$ cat config.mk
export PLATFORM = sky130hd
export DESIGN_NAME = ppu_update_scheduler_flat
export DESIGN_NICKNAME = d
export VERILOG_FILES = /design/src/rtl/ppu_update_scheduler_if.sv /design/src/rtl/ppu_update_scheduler.sv /design/src/flat_wrapper.sv
export SDC_FILE = /design/constraint.sdc
export NUM_CORES = 1
export LEC_CHECK = 0
export CORE_MARGIN = 1
export CORE_UTILIZATION = 60
export CTS_BUF_LIST = sky130_fd_sc_hd__clkbuf_16
export DETAILED_ROUTE_END_ITERATION = 7
export MAX_ROUTING_LAYER = met4
export PLACE_DENSITY = 0.79
export SYNTH_ARGS = -nofsm -noshare
export SYNTH_HDL_FRONTEND = slang
export SYNTH_SLANG_ARGS = --single-unit
$ cat constraint.sdc
create_clock -name clk -period 6.5 [get_ports clk]
set_clock_uncertainty 0.2 [all_clocks]
set_input_delay 1.3 -clock clk [delete_from_list [all_inputs] [get_ports clk]]
set_output_delay 1.3 -clock clk [all_outputs]
set_load 0.05 [all_outputs]
$ cat src/rtl/ppu_update_scheduler_if.sv
// Host write port of the PPU update scheduler: an Avalon-style write-only
// slave bus with a waitrequest stall.
interface ppu_update_scheduler_if;
    logic        chipselect;
    logic        write;
    logic [15:0] address;
    logic [31:0] writedata;
    logic        waitrequest;

    // Host side drives the request and observes the stall.
    modport master (
        output chipselect,
        output write,
        output address,
        output writedata,
        input  waitrequest
    );

    // Scheduler side consumes the request and drives the stall.
    modport slave (
        input  chipselect,
        input  write,
        input  address,
        input  writedata,
        output waitrequest
    );
endinterface

$ cat src/rtl/ppu_update_scheduler.sv
// PPU update scheduler: queues host table writes and commits them to the
// attribute/sprite/color tables only during vertical blanking, one per cycle.
module ppu_update_scheduler #(
    parameter int unsigned DEPTH   = 16,
    parameter int unsigned VACTIVE = 480,
    parameter int unsigned VLAST   = 524
) (
    input  logic                     clk,
    input  logic                     reset,
    ppu_update_scheduler_if.slave    host,
    input  logic [9:0]               vcount,
    output logic [2:0]               tbl_we,
    output logic [7:0]               tbl_addr,
    output logic [31:0]              tbl_data,
    output logic [$clog2(DEPTH):0]   level,
    output logic                     bad_addr,
    input  logic                     clear_err
);

    localparam int unsigned AW = $clog2(DEPTH);
    localparam int unsigned LW = AW + 1;
    localparam int unsigned EW = 42;  // {sel[1:0], index[7:0], data[31:0]}

    localparam logic [LW-1:0] LEVEL_FULL = LW'(DEPTH);
    localparam logic [9:0]    V_FIRST    = 10'(VACTIVE);
    localparam logic [9:0]    V_LAST     = 10'(VLAST);

    typedef enum logic [0:0] {IDLE, DRAIN} state_t;

    state_t          state_q, state_d;
    logic [AW-1:0]   wptr_q, wptr_d;
    logic [AW-1:0]   rptr_q, rptr_d;
    logic [LW-1:0]   level_q, level_d;
    logic            bad_addr_q, bad_addr_d;
    logic [EW-1:0]   mem [DEPTH];

    logic            accept;
    logic            bad_wr;
    logic            push;
    logic            pop;
    logic            window;
    logic [EW-1:0]   entry_in;
    logic [EW-1:0]   head;
    logic [2:0]      head_we;

    // Upper address bits carry no meaning for this block.
    logic unused_addr_hi;
    assign unused_addr_hi = ^host.address[15:10];

    // Stall only on a full queue; derived from the registered level so a
    // same-cycle pop never frees a slot early.
    assign host.waitrequest = (level_q == LEVEL_FULL);

    assign accept   = host.chipselect & host.write & ~host.waitrequest;
    assign bad_wr   = accept & (host.address[9:8] == 2'b11);
    assign push     = accept & ~bad_wr;
    assign entry_in = {host.address[9:8], host.address[7:0], host.writedata};
    assign head     = mem[rptr_q];

    // Line VLAST is left for line-0 sprite evaluation, so it is outside the window.
    assign window = (vcount >= V_FIRST) && (vcount < V_LAST);

    assign level    = level_q;
    assign bad_addr = bad_addr_q;

    // FSM next state and pop decision; the IDLE->DRAIN transition pops at once
    // so an entry accepted into an empty queue reaches the tables two cycles later.
    always_comb begin
        state_d = state_q;
        pop     = 1'b0;
        case (state_q)
            IDLE: begin
                if (window && (level_q != '0)) begin
                    state_d = DRAIN;
                    pop     = 1'b1;
                end
            end
            DRAIN: begin
                if (!window || (level_q == '0)) begin
                    state_d = IDLE;
                end else begin
                    pop = 1'b1;
                end
            end
            default: state_d = IDLE;
        endcase
    end

    // Pointer and occupancy update; pointers wrap naturally at DEPTH.
    always_comb begin
        wptr_d  = wptr_q;
        rptr_d  = rptr_q;
        level_d = level_q;
        if (push) begin
            wptr_d = wptr_q + 1'b1;
        end
        if (pop) begin
            rptr_d = rptr_q + 1'b1;
        end
        case ({push, pop})
            2'b10:   level_d = level_q + 1'b1;
            2'b01:   level_d = level_q - 1'b1;
            default: level_d = level_q;
        endcase
    end

    // Sticky bad-address flag; a new bad write wins over a clear.
    always_comb begin
        bad_addr_d = bad_addr_q;
        if (bad_wr) begin
            bad_addr_d = 1'b1;
        end else if (clear_err) begin
            bad_addr_d = 1'b0;
        end
    end

    // Decode the head entry's table select into a one-hot write enable.
    always_comb begin
        head_we = 3'b000;
        case (head[41:40])
            2'b00:   head_we = 3'b001;
            2'b01:   head_we = 3'b010;
            2'b10:   head_we = 3'b100;
            default: head_we = 3'b000;
        endcase
    end

    // Control state registers with asynchronous reset.
    always_ff @(posedge clk or posedge reset) begin
        if (reset) begin
            state_q    <= IDLE;
            wptr_q     <= '0;
            rptr_q     <= '0;
            level_q    <= '0;
            bad_addr_q <= 1'b0;
        end else begin
            state_q    <= state_d;
            wptr_q     <= wptr_d;
            rptr_q     <= rptr_d;
            level_q    <= level_d;
            bad_addr_q <= bad_addr_d;
        end
    end

    // Queue storage; contents need no reset since level gates every read.
    always_ff @(posedge clk) begin
        if (push) begin
            mem[wptr_q] <= entry_in;
        end
    end

    // Registered table write port: one-cycle enable pulse per popped entry.
    always_ff @(posedge clk or posedge reset) begin
        if (reset) begin
            tbl_we   <= 3'b000;
            tbl_addr <= 8'h00;
            tbl_data <= 32'h0000_0000;
        end else begin
            tbl_we <= 3'b000;
            if (pop) begin
                tbl_we   <= head_we;
                tbl_addr <= head[39:32];
                tbl_data <= head[31:0];
            end
        end
    end

endmodule

$ cat src/flat_wrapper.sv
// flat-port wrapper written by rule: the top's interface ports become plain ports
module ppu_update_scheduler_flat 
#(
    parameter int unsigned DEPTH   = 16,
    parameter int unsigned VACTIVE = 480,
    parameter int unsigned VLAST   = 524
)
  (clk, reset, vcount, tbl_we, tbl_addr, tbl_data, level, bad_addr, clear_err, host_chipselect, host_write, host_address, host_writedata, host_waitrequest);
  ppu_update_scheduler_if host_i ();
  input  logic clk;
  input  logic reset;
  input  logic [9:0] vcount;
  output logic [2:0] tbl_we;
  output logic [7:0] tbl_addr;
  output logic [31:0] tbl_data;
  output logic [$clog2(DEPTH):0] level;
  output logic bad_addr;
  input  logic clear_err;
  input wire logic [$bits(host_i.chipselect)-1:0] host_chipselect;
  input wire logic [$bits(host_i.write)-1:0] host_write;
  input wire logic [$bits(host_i.address)-1:0] host_address;
  input wire logic [$bits(host_i.writedata)-1:0] host_writedata;
  output wire logic [$bits(host_i.waitrequest)-1:0] host_waitrequest;
  assign host_i.chipselect = host_chipselect;
  assign host_i.write = host_write;
  assign host_i.address = host_address;
  assign host_i.writedata = host_writedata;
  assign host_waitrequest = host_i.waitrequest;
  ppu_update_scheduler #(.DEPTH(DEPTH), .VACTIVE(VACTIVE), .VLAST(VLAST)) u_core (.clk(clk), .reset(reset), .host(host_i), .vcount(vcount), .tbl_we(tbl_we), .tbl_addr(tbl_addr), .tbl_data(tbl_data), .level(level), .bad_addr(bad_addr), .clear_err(clear_err));
endmodule
==> results of run 1 <==
## area by class of cell
type                       count  share of cell area (%)
clock buffer                  73                   5.742
antenna                        1                0.007866
timing repair buffer         136                   4.106
clock inverter                53                   1.384
inverter                      10                  0.1259
sequential                   729                   67.95
tap                          600                   2.360
multi-input combinational    418                   18.33
## sequential cells by signal (all words and copies together), names as in the netlist
register	count
u_core.bad_addr	1
u_core.level	5
u_core.tbl_addr	8
u_core.mem	672
u_core.wptr_q	4
u_core.rptr_q	4
u_core.tbl_we	3
u_core.tbl_data	32
## power breakdown
group | leakage (nW) | total (W) | internal (W) | switching, W
clock network | 1.17 | 0.00401 | 0.00232 | 0.00169
logic | 2.23 | 0.00264 | 0.00116 | 0.00147
registers | 6.76 | 0.00582 | 0.00545 | 0.000370
total | 10.2 | 0.0125 | 0.00893 | 0.00353
## cell usage after synthesis
master,n,share of area [%]
a21o_1,1,0.027
nor2b_1,3,0.067
o21ai_0,5,0.090
or3b_1,1,0.031
and2_1,1,0.022
mux2_2,1,0.040
a21boi_2,1,0.040
inv_1,9,0.12
nor3_1,4,0.072
nand2b_1,4,0.090
fa_1,1,0.072
nand4_1,2,0.045
and4b_1,1,0.036
mux4_2,167,14
buf_4,1,0.027
a211oi_1,1,0.027
a22o_2,1,0.036
mux2i_1,84,3.0
nand2_4,1,0.040
nor2_1,13,0.18
inv_4,1,0.022
nor4_2,1,0.045
o221ai_1,40,1.3
buf_1,2,0.027
a21oi_1,4,0.072
buf_2,30,0.54
nor4b_1,1,0.031
xor2_1,2,0.063
a211oi_2,1,0.045
ha_1,9,0.40
buf_8,2,0.11
edfxtp_1,672,73
nand3_1,3,0.054
buf_6,21,0.85
dfrtp_1,57,5.1
clkbuf_1,9,0.12
nand2_1,56,0.76
xnor2_1,7,0.22
mux4_1,1,0.094
nor3_2,1,0.036
## worst min path at each step
stage | end | cells past startpoint | startpoint | slack [ps]
2_1_floorplan | u_core.rptr_q[1]$_DFFE_PP0P_ | 3 | u_core.rptr_q[1]$_DFFE_PP0P_ | 340
3_3_place_gp | u_core.tbl_data[14]$_DFFE_PP0P_ | 2 | u_core.tbl_data[14]$_DFFE_PP0P_ | 270
3_5_place_dp | u_core.tbl_data[13]$_DFFE_PP0P_ | 2 | u_core.tbl_data[13]$_DFFE_PP0P_ | 270
4_1_cts | u_core.tbl_data[13]$_DFFE_PP0P_ | 2 | u_core.tbl_data[13]$_DFFE_PP0P_ | 290
5_1_grt | u_core.tbl_data[5]$_DFFE_PP0P_ | 2 | u_core.tbl_data[5]$_DFFE_PP0P_ | 320
6_report | u_core.tbl_data[13]$_DFFE_PP0P_ | 2 | u_core.tbl_data[13]$_DFFE_PP0P_ | 290
## layer usage
metal  vias to the layer above  routed length, um  track usage [%]
li1                       5405                  -                -
met1                      6996              22790            36.25
met2                       806              30360            42.91
met3                       113               5432            4.584
met4                         0               1366            9.061
met5                         -                  0                -
## critical path: stages
cell             delay [ps]
clkdlybuf4s50_1         740
a21boi_2                580
nand2_1                 370
nor2_4                  740
buf_4                   520
## cells by family after synthesis
logic type / synth area share [%]
XOR/XNOR: 0.2833
AO/OA/AOI/OAI: 1.596
multiplexers: 16.67
flip-flops: 77.65
AND/OR/NAND/NOR: 1.502
buffers and inverters: 1.817
adder cells (fa/ha/maj): 0.4767
## through the flow
stage | power [W] | hold slack, ps | area (um2) | setup slack (ps) | util, %
6_report | 0.01247 | 288.1 | 31810 | 2241 | 69.80
5_1_grt | 0.01288 | 324.6 | 31810 | 2025 | 69.80
4_1_cts | 0.01254 | 289.5 | 31810 | 2233 | 69.80
3_5_place_dp | 0.008528 | 274.4 | 29540 | 1609 | 64.82
3_3_place_gp | 0.008465 | 274.3 | 29540 | 1650 | 64.82
2_1_floorplan | 0.007686 | 342.5 | 27820 | 940.1 | -
==> impl_metrics.csv, run 1 <==
group,metric,value,unit
clock_network,tritoncts_num_sinks,729,
final_layout,finalNetCount,1439,
logic_synthesis,yosysWarnings,0,
drt,first_iter_violations,1407,
final_layout,syn2layout_area_growth,14.34,%
drt,vias_per_cell,6.594,
logic_synthesis,syn-num-nets,1295,
logic_synthesis,synthesized_flop_and_latch_total,729,
grt,grt_use_total,27.05,%
critical_path,worst_setup_path_endpoint,"u_core.mem[7][4]$_DFFE_PP_",
final_layout,most-common-layout-cells,"672 x edfxtp_1, 167 x mux4_2, 104 x clkdlybuf4s50_1",
logic_synthesis,synth.yosys.seq_area_share,77.65,%
critical_path,crit_path_max_fanout,22,
clock_network,cts_buffer_depth,3,
power_and_ir_drop,power.density_cell_area,391.9,nW/um2
grt,grt_pass1_wl,88410,um
grt,via_count_of_the_first_global_routing_pass,13755,
die,design.core.area,45580,um2
timing,worst_pin_slew,1127,ps
clock_network,cts_root_buf,"clkbuf_16",
drt,dr_total_vias,13320,
die,floorplan.initialDensity,61.05,%
drt,post_drt_wl_per_cell,29.68,um
timing,final.period_utilization,65.52,%
hold_path,min_path_type,"flop to flop",
critical_path,end_kind,"flop",
grt,maximum_number_of_pins_on_one_net_before_global_route_repair,169,
logic_synthesis,synth.lib_cells_used.distinct,40,
placed_design,gpl.final_weighted_congestion,0.7469,
timing,fmaxAchievable,0.2348,GHz
outcome,run_status,"completed",
timing,hold_viol,0,
final_layout,final-seq-area,21620,um2
logic_synthesis,syn_inst,1222,
drt,drt_pass1_iterations,6,
drt,final_antenna_net_count,0,
critical_path,crit-reg2reg-launch,"u_core.level[0]$_DFFE_PP0P_",
timing,fin_setup_tns,0,ps
timing,timing.max_slew.rel_slack,24.86,%
clock_network,post_cts_hold_buffer_count,0,
drt,drt_drc_violations_left,0,
critical_path,capture_point_of_the_worst_reg_to_reg_path,"u_core.level[4]$_DFFE_PP0P_",
placed_design,detailedPlacementHpwl,28890,um
critical_path,cp.required,6530,ps
clock_network,post_cts_resize_count,0,
clock_network,post_cts_buffers,0,
final_layout,layout-drive-gt1-share,22.90,%
timing,timing.final.crit_period,4259,ps
placed_design,port_buffers,104,
critical_path,arrival,4290,ps
final_layout,fill_cells,2565,
job,max_cap_viol_count,0,
final_layout,final_common_cell,"edfxtp_1",
critical_path,worstRegToRegCells,11,
grt,antenna_violations_before_repair,1,
timing,timing.final.setup_violations,0,
clock_network,tritoncts.num_buffers,71,
die,floorplan.rows,78,
timing,rsz0062_at_grt,"false",
die,die_width,217.3,um
grt,overflow,0,
logic_synthesis,synthesis.area_per_instance,22.77,um2
clock_network,clock_latency_of_the_later_clocked_register_in_the_worst_skew_pair,600,ps
power_and_ir_drop,static-leakage-power,10.16,nW
critical_path,worstSetupPathType,"primary input to flop",
drt,wirelength,59950,um
clock_network,htree_levels,3,
final_layout,finalNonFillerCells,2020,
logic_synthesis,synth_area,27820,um2
die,die_h,217.3,um
timing,timing_max_transition_violations_final,0,
critical_path,setup.worst_path.start_class,"primary input",
placed_design,placed_cells_incl_taps,1893,
die,floorplan.die_area,47240,um2
final_layout,multi_input_comb_area,5831,um2
clock_network,cts_tree,"done",
critical_path,worstSetupStartpoint,"host_address[9]",
power_and_ir_drop,ir_drop,0.3230,mV
die,io-pin-count,113,
critical_path,setup.reg_to_reg.worst_slack,2850,ps
clock_network,clkSlewWorstSetupHoldPaths,60,ps
Note: power is estimated with default switching activity, not from simulation.
==> run 2, diff against run 1 <==
==> constraint.sdc (replaced) <==
create_clock -name clk -period 4.4 [get_ports clk]
set_clock_uncertainty 0.2 [all_clocks]
set_input_delay 0.88 -clock clk [delete_from_list [all_inputs] [get_ports clk]]
set_output_delay 0.88 -clock clk [all_outputs]
set_load 0.05 [all_outputs]
==> impl_metrics.csv, run 2 (synthesized netlist as in run 1, its figures left out) <==
group,metric,value,unit
outcome,run_status,"completed",
die,design.core.area,45580,um2
hold_path,hold_path.startpoint,"u_core.tbl_data[12]$_DFFE_PP0P_",
grt,via_count_of_the_first_global_routing_pass,14101,
clock_network,cts_tree,"done",
timing,fmaxAchievable,0.2889,GHz
critical_path,setup.worst_path.start_class,"flop",
clock_network,post_cts_resize_count,0,
drt,wirelength,58780,um
grt,overflow,0,
final_layout,most-common-layout-cells,"672 x edfxtp_1, 167 x mux4_2, 104 x clkdlybuf4s50_1",
critical_path,crit-reg2reg-launch,"u_core.level[0]$_DFFE_PP0P_",
timing,final.period_utilization,78.68,%
hold_path,min_path_type,"flop to flop",
critical_path,setup.reg_to_reg.worst_slack,1310,ps
timing,timing.max_slew.rel_slack,40.98,%
die,floorplan.rows,78,
placed_design,detailedPlacementHpwl,30710,um
timing,timing.final.crit_period,3462,ps
grt,grt_use_total,26.74,%
timing,hold_viol,0,
grt,grt_pass1_wl,88100,um
grt,antenna_violations_before_repair,4,
critical_path,capture_point_of_the_worst_reg_to_reg_path,"u_core.level[4]$_DFFE_PP0P_",
power_and_ir_drop,ir_drop,0.4537,mV
timing,fin_hold_ws,297.2,ps
final_layout,largest_register,"u_core.mem",
final_layout,finalNetCount,1461,
drt,dr_total_vias,13344,
critical_path,cpLargestDelayFamily,"buffers and inverters",
final_layout,largest_register_ffs,672,
drt,drt_drc_violations_left,0,
final_layout,final_common_cell,"edfxtp_1",
critical_path,arrival,2380,ps
timing,worst_pin_slew,885.2,ps
final_layout,syn2layout_area_growth,14.97,%
hold_path,hold_end,"u_core.tbl_data[12]$_DFFE_PP0P_",
critical_path,worstRegToRegCells,12,
final_layout,layout-drive-gt1-share,23.96,%
critical_path,crit_path_max_incr_delay,800,ps
drt,post_drt_wl_per_cell,28.70,um
critical_path,critical_path_buf_inv_count,1,
power_and_ir_drop,static-leakage-power,10.24,nW
clock_network,htree_levels,3,
drt,final_antenna_net_count,0,
timing,fin_setup_tns,0,ps
timing,timing_max_transition_violations_final,0,
clock_network,tritoncts_num_sinks,729,
job,max_cap_viol_count,0,
drt,drt_pass1_iterations,5,
power_and_ir_drop,power.density_cell_area,562.8,nW/um2
critical_path,cp.required,3320,ps
timing,timing.final.setup_violations,0,
grt,maximum_number_of_pins_on_one_net_before_global_route_repair,66,
timing,rsz0062_at_grt,"false",
die,floorplan.initialDensity,61.05,%
die,die_width,217.3,um
hold_path,min_path_cells,2,
die,floorplan.die_area,47240,um2
clock_network,clkSlewWorstSetupHoldPaths,70,ps
clock_network,tritoncts.num_buffers,69,
clock_network,cts_buffer_depth,3,
die,io-pin-count,113,
placed_design,port_buffers,104,
clock_network,cts_root_buf,"clkbuf_16",
clock_network,post_cts_hold_buffer_count,0,
final_layout,reg_top3,"u_core.mem (672), u_core.tbl_data (32), u_core.tbl_addr (8)",
critical_path,worstSetupPathType,"flop to primary output",
placed_design,gpl.final_weighted_congestion,0.7403,
critical_path,crit_path_cell_trace,"nor4_2, and2_1, clkdlybuf4s50_1",
critical_path,end_kind,"primary output",
die,die_h,217.3,um
critical_path,crit_path_max_fanout,5,
clock_network,post_cts_buffers,0,
drt,first_iter_violations,1570,
critical_path,timing.critical_path.slowest_stage_cell,"clkdlybuf4s50_1",
final_layout,final_core_util,70.19,%
drt,vias_per_cell,6.516,
clock_network,clock_latency_of_the_later_clocked_register_in_the_worst_skew_pair,590,ps
==> run 2: cell count changes in the layout (fill, tap and decap cells not counted), sizes merged <==
cell,previous run,this run
clkbuf,73,72
bufinv,7,2
inv,25,28
diode,1,4
clkinvlp,0,4
buf,32,56
==> run 2: how the worst max path moves through the flow <==
| stage | start | end | slack [ps] | cells past startpoint |
|---|---|---|---|---|
| 5_1_grt | u_core.level[0]$_DFFE_PP0P_ | host_waitrequest | 820 | 3 |
| 6_report | u_core.level[0]$_DFFE_PP0P_ | host_waitrequest | 940 | 3 |
| 3_3_place_gp | vcount[5] | u_core.level[4]$_DFFE_PP0P_ | 570 | 13 |
| 2_1_floorplan | host_chipselect | u_core.mem[15][0]$_DFFE_PP_ | 380 | 5 |
| 3_5_place_dp | vcount[5] | u_core.level[4]$_DFFE_PP0P_ | 490 | 13 |
| 4_1_cts | u_core.level[0]$_DFFE_PP0P_ | host_waitrequest | 890 | 3 |
==> run 2: worst register-to-register path: cells and delay by family, from the launching register on <==
kind / cells / cell delay, ps
flip-flops: 1 / 440
AO/OA/AOI/OAI: 3 / 430
XOR/XNOR: 1 / 140
buffers and inverters: 2 / 170
AND/OR/NAND/NOR: 4 / 990
adder cells (fa/ha/maj): 2 / 620
==> run 2: layout make-up <==
| type | instances | area (um2) |
|---|---|---|
| Sequential cell | 729 | 21620 |
| Inverter | 10 | 40.04 |
| Clock buffer | 72 | 1802 |
| Clock inverter | 55 | 326.6 |
| Multi-Input combinational cell | 418 | 5856 |
| Antenna cell | 4 | 10.01 |
| Timing Repair Buffer | 160 | 1587 |
| Tap cell | 600 | 750.7 |
| Fill cell | 2521 | 13590 |
==> run 2: per-layer routing <==
layer | part of all wire, % | up-vias | wire length, um | GRT usage [%]
met5 | 0 | - | 0 | -
met4 | 2.2 | 0 | 1266 | 8.474
met3 | 7.8 | 110 | 4604 | 4.333
met2 | 50 | 739 | 29400 | 41.94
met1 | 40 | 7025 | 23510 | 36.64
li1 | - | 5470 | - | -
==> run 2: through the flow <==
step | power, W | cells | cell area, um2 | setup slack [ps]
after floorplan | 0.01136 | 1222 | 27840 | 384.2
after global placement | 0.01246 | 1917 | 29850 | 567.8
after detailed placement | 0.01255 | 1917 | 29850 | 489.6
after CTS | 0.01812 | 2044 | 31980 | 888.5
after global routing | 0.01862 | 2048 | 31990 | 819.9
final | 0.01800 | 2048 | 31990 | 938.0
==> run 2: where the power goes <==
| part | internal [W] | switching [W] |
|---|---|---|
| Sequential | 0.00803 | 0.000519 |
| Combinational | 0.00174 | 0.00213 |
| Clock | 0.00310 | 0.00248 |
==> run 3, diff against run 2 <==
==> constraint.sdc (replaced) <==
create_clock -name clk -period 3.45 [get_ports clk]
set_clock_uncertainty 0.2 [all_clocks]
set_input_delay 0.69 -clock clk [delete_from_list [all_inputs] [get_ports clk]]
set_output_delay 0.69 -clock clk [all_outputs]
set_load 0.05 [all_outputs]
==> impl_metrics.csv, run 3 (synthesized netlist as in run 1, its figures left out) <==
group,metric,value,unit
clock_network,tritoncts.num_buffers,72,
final_layout,final_cell_area,32510,um2
clock_network,cts_tree,"done",
clock_network,clkSlewWorstSetupHoldPaths,60,ps
clock_network,post_cts_resize_count,0,
critical_path,worstSetupPathType,"flop to primary output",
final_layout,finalNetCount,1468,
job,max_cap_viol_count,0,
power_and_ir_drop,power_switching_share,28.33,%
clock_network,htree_levels,3,
outcome,run_status,"completed",
power_and_ir_drop,p_int,0.01692,W
grt,global_route.peak_usage_layer,"met2",
drt,drt_pass1_iterations,5,
power_and_ir_drop,net-switching-power,0.006690,W
drt,vias_per_cell,6.587,
final_layout,syn2layout_area_growth,16.85,%
drt,final_antenna_net_count,0,
power_and_ir_drop,power.density_cell_area,726.3,nW/um2
power_and_ir_drop,ir_drop,0.4813,mV
grt,grt_use_total,27.82,%
critical_path,setup.worst_path.start_class,"flop",
timing,worst_pin_slew,732.2,ps
hold_path,min_path_type,"primary input to async pin",
die,io-pin-count,113,
timing,rsz0062_at_grt,"false",
final_layout,largest_register,"u_core.mem",
clock_network,post_cts_hold_buffer_count,0,
timing,timing.final.setup_violations,0,
clock_network,post_cts_buffers,0,
final_layout,final_core_util,71.34,%
timing,fmaxAchievable,0.3034,GHz
placed_design,gpl.final_weighted_congestion,0.7883,
critical_path,cp.required,2560,ps
grt,via_count_of_the_first_global_routing_pass,14325,
placed_design,placed_area,30190,um2
final_layout,largest_register_ffs,672,
power_and_ir_drop,share_clk_of_total_power,32.6,%
grt,met3_usage,5.213,%
power_and_ir_drop,p_comb_share,21.5,%
timing,timing.max_slew.rel_slack,51.19,%
power_and_ir_drop,static-leakage-power,10.41,nW
drt,wirelength,61180,um
grt,groute.layer.met2.usage,44.19,%
timing,timing.final.crit_period,3296,ps
critical_path,end_kind,"primary output",
grt,antenna_violations_before_repair,2,
critical_path,arrival,2410,ps
clock_network,cts_root_buf,"clkbuf_16",
drt,dr_total_vias,13542,
timing,hold_viol,0,
drt,first_iter_violations,1364,
final_layout,final_common_cell,"edfxtp_1",
timing,fin_hold_ws,239.1,ps
grt,grt.met1_usage,36.86,%
clock_network,tritoncts_num_sinks,729,
placed_design,detailedPlacementHpwl,31300,um
drt,post_drt_wl_per_cell,29.76,um
clock_network,cts_buffer_depth,3,
placed_design,port_buffers,104,
critical_path,crit_path_max_fanout,5,
final_layout,finalNonFillerCells,2056,
grt,grt_pass1_wl,91430,um
die,die_width,217.3,um
clock_network,clock_latency_of_the_later_clocked_register_in_the_worst_skew_pair,600,ps
final_layout,reg_top3,"u_core.mem (672), u_core.tbl_data (32), u_core.tbl_addr (8)",
die,die_h,217.3,um
power_and_ir_drop,power.sequential.fraction,45.8,%
grt,overflow,0,
final_layout,layout-drive-gt1-share,24.71,%
die,floorplan.die_area,47240,um2
drt,drt_drc_violations_left,0,
power_and_ir_drop,report.power.total,0.02361,W
die,floorplan.initialDensity,61.05,%
die,design.core.area,45580,um2
final_layout,most-common-layout-cells,"672 x edfxtp_1, 167 x mux4_2, 104 x clkdlybuf4s50_1",
critical_path,setup.reg_to_reg.worst_slack,440,ps
die,floorplan.rows,78,
timing,final.period_utilization,95.55,%
grt,maximum_number_of_pins_on_one_net_before_global_route_repair,50,
timing,timing_max_transition_violations_final,0,
placed_design,placed_cells_incl_taps,1921,
==> run 3: routing by layer <==
metal / share of wire [%] / routed length (um)
met5: 0 / 0
met2: 51 / 30930
met4: 2.3 / 1402
met1: 39 / 23740
met3: 8.4 / 5110
==> run 3: critical path: stages (launching register included) <==
cell and delay, ps:
dfrtp_1 440, nor4_2 400, and2_1 190, clkdlybuf4s50_1 800
==> run 3: worst paths after layout <==
| kind | from | endpoint | cells after the start |
|---|---|---|---|
| setup / recovery | u_core.level[0]$_DFFE_PP0P_ | host_waitrequest | 3 |
| hold / removal | reset | u_core.tbl_data[0]$_DFFE_PP0P_ | 2 |
| setup reg to reg | u_core.level[0]$_DFFE_PP0P_ | u_core.level[4]$_DFFE_PP0P_ | 12 |
| hold reg to reg | u_core.tbl_data[9]$_DFFE_PP0P_ | u_core.tbl_data[9]$_DFFE_PP0P_ | 2 |
| max in group asynchronous | reset | u_core.tbl_data[28]$_DFFE_PP0P_ | 3 |
| min in group clk | u_core.tbl_data[9]$_DFFE_PP0P_ | u_core.tbl_data[9]$_DFFE_PP0P_ | 2 |
==> run 3: per-stage QoR <==
stage / TNS [ps] / setup slack, ps
5_1_grt: 0 / 97.27
4_1_cts: 0 / 125.6
3_5_place_dp: -118.2 / -118.2
6_report: 0 / 153.7
3_3_place_gp: -78.83 / -78.83
2_1_floorplan: -257900 / -512.5
==> run 3: area by class of cell <==
class	count	area, um2
Clock buffer	75	1877
Multi-Input combinational cell	418	5856
Inverter	10	40.04
Clock inverter	57	435.4
Timing Repair Buffer	164	1929
Fill cell	2526	13060
Sequential cell	729	21620
Antenna cell	3	7.507
Tap cell	600	750.7
==> run 3: power by group through the flow <==
stage / Sequential, W / Combinational (W) / Clock (W)
2_1_floorplan: 0.0115 / 0.00301 / 0
6_report: 0.0108 / 0.00509 / 0.00771
5_1_grt: 0.0109 / 0.00539 / 0.00811
4_1_cts: 0.0108 / 0.00515 / 0.00781
3_3_place_gp: 0.0109 / 0.00497 / 0
3_5_place_dp: 0.0110 / 0.00507 / 0
